<file path="src/rtl/wb_dec_n.sv">
//==============================================================================
// Module   : wb_dec_n
// Brief    : Wishbone address decoder / slave mux with boot-slave forcing and
//            bus-error termination. Optional watchdog: WB_DEC_TIMEOUT_EN.
// Revision : 1.0 - initial release
//==============================================================================
`default_nettype none

module wb_dec_n #(
   parameter int AW            = 30,
   parameter int DW            = 32,
   parameter int NS            = 4,
   parameter int SELW          = 4,
   parameter int BOOT_SLAVE    = 1,
   parameter int BOOT_ACCESSES = 2,
   parameter int TIMEOUT       = 255
) (
   input  logic             clk_i,
   input  logic             rst_i,
   input  logic             stb_i,
   input  logic [AW-1:0]    adr_i,
   output logic             ack_o,
   output logic             err_o,
   output logic [DW-1:0]    dat_o,
   output logic [NS-1:0]    s_stb_o,
   input  logic [NS-1:0]    s_ack_i,
   input  logic [NS*DW-1:0] s_dat_i
);

   localparam int BW = (BOOT_ACCESSES < 1) ? 1 : $clog2(BOOT_ACCESSES + 1);
   localparam logic [BW-1:0]   c_boot_max = BW'(BOOT_ACCESSES);
   localparam logic [SELW:0]   c_ns       = (SELW + 1)'(NS);
   localparam logic [SELW-1:0] c_boot_sel = SELW'(BOOT_SLAVE);

   typedef enum logic [1:0] {
      ST_IDLE = 2'd0,
      ST_BUSY = 2'd1,
      ST_ERR  = 2'd2
   } state_t;

   state_t          r_state, w_state_nxt;
   logic [SELW-1:0] r_sel, w_sel_nxt;
   logic [BW-1:0]   r_boot_cnt, w_boot_cnt_nxt;
   logic [SELW-1:0] w_target;
   logic            w_boot_active;
   logic            w_sel_ack;
   logic [DW-1:0]   w_sel_dat;
   logic            w_ack;
   logic            w_err;
   logic            w_busy;
   logic            w_unused;

`ifdef WB_DEC_TIMEOUT_EN
   localparam int TW = $clog2(TIMEOUT + 1);
   localparam logic [TW-1:0] c_tmo_lim = TW'(TIMEOUT - 1);
   logic [TW-1:0] r_tmo_cnt, w_tmo_cnt_nxt;
`endif

   // Only the top SELW address bits take part in decoding.
   assign w_unused      = ^{1'b0, adr_i[AW-SELW-1:0]};
   assign w_boot_active = (r_boot_cnt < c_boot_max);
   assign w_target      = w_boot_active ? c_boot_sel : adr_i[AW-1:AW-SELW];
   assign w_busy        = (r_state == ST_BUSY);

   always_comb begin
      w_sel_ack = 1'b0;
      w_sel_dat = '0;
      for (int i = 0; i < NS; i++) begin
         if (r_sel == SELW'(i)) begin
            w_sel_ack = s_ack_i[i];
            w_sel_dat = s_dat_i[i*DW +: DW];
         end
      end
   end

   for (genvar gi = 0; gi < NS; gi++) begin : g_stb
      assign s_stb_o[gi] = w_busy & stb_i & (r_sel == SELW'(gi));
   end

   always_comb begin
      w_state_nxt    = r_state;
      w_sel_nxt      = r_sel;
      w_boot_cnt_nxt = r_boot_cnt;
      w_ack          = 1'b0;
      w_err          = 1'b0;
`ifdef WB_DEC_TIMEOUT_EN
      w_tmo_cnt_nxt  = r_tmo_cnt;
`endif
      case (r_state)
         ST_IDLE: begin
            if (stb_i) begin
               if ({1'b0, w_target} < c_ns) begin
                  w_sel_nxt   = w_target;
                  w_state_nxt = ST_BUSY;
`ifdef WB_DEC_TIMEOUT_EN
                  w_tmo_cnt_nxt = '0;
`endif
               end else begin
                  w_state_nxt = ST_ERR;
               end
            end
         end
         ST_BUSY: begin
            w_ack = w_sel_ack & stb_i;
            if (w_ack) begin
               w_state_nxt = ST_IDLE;
               if (w_boot_active) begin
                  w_boot_cnt_nxt = r_boot_cnt + 1'b1;
               end
            end else if (!stb_i) begin
               w_state_nxt = ST_IDLE;
            end else begin
`ifdef WB_DEC_TIMEOUT_EN
               // Counter stops at the limit, so it can never wrap.
               if (r_tmo_cnt >= c_tmo_lim) begin
                  w_state_nxt = ST_ERR;
               end else begin
                  w_tmo_cnt_nxt = r_tmo_cnt + 1'b1;
               end
`endif
            end
         end
         ST_ERR: begin
            w_err       = stb_i;
            w_state_nxt = ST_IDLE;
         end
         default: begin
            w_state_nxt = ST_IDLE;
         end
      endcase
   end

   assign ack_o = w_ack;
   assign err_o = w_err;
   assign dat_o = w_ack ? w_sel_dat : '0;

   always_ff @(posedge clk_i) begin
      if (rst_i) begin
         r_state    <= ST_IDLE;
         r_sel      <= '0;
         r_boot_cnt <= '0;
`ifdef WB_DEC_TIMEOUT_EN
         r_tmo_cnt  <= '0;
`endif
      end else begin
         r_state    <= w_state_nxt;
         r_sel      <= w_sel_nxt;
         r_boot_cnt <= w_boot_cnt_nxt;
`ifdef WB_DEC_TIMEOUT_EN
         r_tmo_cnt  <= w_tmo_cnt_nxt;
`endif
      end
   end

endmodule

`default_nettype wire
</file>
<file path="config.mk">
export PLATFORM = sky130hd
export DESIGN_NAME = wb_dec_n
export DESIGN_NICKNAME = d
export VERILOG_FILES = /design/src/rtl/wb_dec_n.sv
export SDC_FILE = /design/constraint.sdc
export NUM_CORES = 1
export LEC_CHECK = 0
export CAP_MARGIN = 5
export CORE_MARGIN = 2
export CORE_UTILIZATION = 27
export DETAILED_ROUTE_END_ITERATION = 8
export MAX_ROUTING_LAYER = met4
export PLACE_DENSITY = 0.82
export REMOVE_ABC_BUFFERS = 1
export SYNTH_ARGS = -nofsm -noshare
export SYNTH_HDL_FRONTEND = slang
export SYNTH_SLANG_ARGS = --single-unit
</file>
<file path="constraint.sdc">
create_clock -name clk_i -period 2.5 [get_ports clk_i]
set_clock_uncertainty 0.2 [all_clocks]
set_input_delay 0.25 -clock clk_i [delete_from_list [all_inputs] [get_ports clk_i]]
set_output_delay 0.25 -clock clk_i [all_outputs]
set_load 0.02 [all_outputs]
</file>
==> results.toml <==
[worst_setup_path]
cp.arrival_ps = 1960
critPathLaunchType = "register"
crit_required_ps = 2050
crit_fanout = 31
cp-end-kind = "output pin"
crit_type = "register to output pin"

[timing]
rsz0062_at_grt = "yes"
hold_slack_ps = 309.6
slew_headroom = 0.6706
period_share = 0.9651
finalMaxSlewViolations = 0
setup_viol = 0
setup_ws_ps = 87.16
tightest_slew_ps = 494.0
final_hold_viol_count = 0
fin_crit_ps = 2413
timing.fmax_mhz = 414.4

[status]
status = "finished clean"

[global_route]
antenna_found_initial = 0
grtUsageTotal = 0.1845
first_global_vias = 2158
grt_max_degree = 82
grt_overflow_total = 0
grt_pass1_wl_mm = 10.35

[placed_design]
hpwl_mm = 5.236
gp_congestion = 0.8046
pre_cts_ws_ps = -75.88
portBuffers = 176

[power]
p_int_uw = 541.5
switching_share = 0.2928
vdd_drop_max_mv = 0.2377
p_leak_nw = 1.350
power_uw = 765.6
p_sw_uw = 224.2
power_density_nw_per_um2 = 216.5
p_clk_frac = 0.214
p_comb_frac = 0.609
pwr-share-seq = 0.177

[hold_path]
hold_path.class = "register to register"

[cts]
cts_inserted_buffers = 3
hold_buffers = 0
postCtsSetupBuffers = 0
insertion_delay_ps = 230
clkSinkCount = 8
cts_root_buf = "clkbuf_8"
cts.clk_slew.worst_paths_ps = 40
h-tree-depth = 1
cts_tree = "built"
clock_path_buffers = 2

[yosys]
synth_cell_types = 33
synthCells = 199
syn-cell-area_um2 = 1683
avgSynthCellArea_um2 = 8.457
yosysTopAreaCell = "a211oi_2"
yosysTopAreaCellShare = 0.2082
yosys-top-cells-area = "a211oi_2 21%, mux2i_1 19%, a211oi_1 16%"
synth_seq_cells = 8
yosysSeqAreaShare = 0.09517
ys_warn_count = 0

[layout]
area_growth_pct = 110.2
multi_input_area_um2 = 1386
drive_gt1_frac = 0.1653
finish.utilization = 0.5939
diodes = 0
fill_cells = 548
regArea_um2 = 163.9
nNetsFinal = 535

[floorplanning]
initial_core_util = 0.2826
die_h_um = 82.95
rows = 28
die_w_um = 82.95
design.core.area_um2 = 5956
die-area_um2 = 6881
io_pins = 203

[drt]
via_per_inst = 4.989
wl_per_cell_um = 14.57
drt-initial-drc-count = 54
dr.pass1.iters = 4
route.detailed.drc = 0
vias = 2215
ant_nets = 0
wl_mm = 6.470

[job]
max_cap_viol_count = 0
-- power groups by stage --
stage               clock, mW  sequential, mW  combinational (mW)
detailed placement          0           0.137               0.479
global route            0.176           0.136               0.504
CTS                     0.170           0.135               0.472
finish                  0.164           0.135               0.466
global placement            0           0.137               0.470
floorplan                   0           0.169               0.177
-- layout by cell type, fill, tap and decap left out, types with 2 or more instances in the layout --
cell	count
clkdlybuf4s50_1	143
a211oi_1	36
mux2i_1	32
nor2b_1	32
a211oi_2	28
dlygate4sd2_1	25
buf_4	10
clkbuf_2	7
dfxtp_1	7
nor2_1	6
nor3b_1	4
nand2_1	3
a21oi_1	3
clkbuf_8	3
buf_12	3
nor3_1	2
inv_1	2
nand2b_1	2
-- Yosys cell counts --
cell / count
or3_4: 1
nor3_1: 2
o21ai_1: 1
nor3b_2: 1
a311oi_1: 1
dfxtp_1: 8
nand3_1: 1
a21oi_1: 3
buf_2: 6
or4_1: 1
nand3b_1: 1
or2_2: 1
and2_1: 1
nand2b_1: 2
a211oi_2: 28
o21ai_0: 1
a211oi_1: 36
o22ai_2: 1
nor2b_1: 32
a2bb2oi_1: 1
o31ai_1: 1
clkbuf_1: 13
nand2_1: 3
nor2_1: 6
inv_1: 2
inv_2: 1
mux2i_1: 32
nand2b_4: 1
nor3b_1: 4
and3b_1: 1
mux2_2: 1
buf_4: 1
buf_6: 4
-- sequential cells by signal, summed over array words and instances, names as in the netlist --
register,count
r_sel,4
r_boot_cnt,2
r_state,2
-- layout make-up --
type                       count  area share
clock buffer                   4     0.01273
timing repair buffer         190      0.5193
multi-input combinational    164      0.3919
tap                           75     0.02653
inverter                       3    0.003184
sequential                     8     0.04634
-- metal layers --
metal,up-vias,GRT usage,share of wire
li1,1107,-,-
met1,992,0.2097,0.41
met2,108,0.3299,0.50
met3,8,0.03380,0.071
met4,0,0.05216,0.017
met5,-,-,0
-- per-stage QoR --
step	area (µm²)	setup TNS, ps	cells
6_report	3537	0	444
5_1_grt	3537	-919.9	444
4_1_cts	3566	0	444
3_5_place_dp	3560	-1056	440
3_3_place_gp	3560	-709.8	440
2_1_floorplan	1551	-66440	175
-- worst paths after layout --
kind / start / to / slack, ps / depth (start not counted)
max reg2reg: r_sel[1] / r_boot_cnt[0] / 640 / 5
min: r_boot_cnt[0] / r_boot_cnt[0] / 310 / 2
min reg2reg: r_boot_cnt[0] / r_boot_cnt[0] / 310 / 2
max: r_sel[1] / dat_o[22] / 90 / 5
-- repair_timing --
item                                   in CTS  in global routing
setup endpoints to repair                  33                 32
endpoints found under the hold margin       0                  0
gates resized for setup                    36                 19
-- cell families after synthesis --
logic type | after synthesis | share of synthesized area
AOI/OAI and AO/OA | 73 | 0.4059
buffers and inverters | 27 | 0.08476
DFF | 8 | 0.09517
and+or+nand+nor | 58 | 0.2171
muxes | 33 | 0.1970
-- critical path, stage by stage, from the launching register on --
cell and delay [ps]:
dfxtp_1 390, buf_6 180, nor3b_4 200, buf_4 460, a211oi_2 130, dlygate4sd2_1 350
Note: power is estimated with default switching activity, not from simulation.
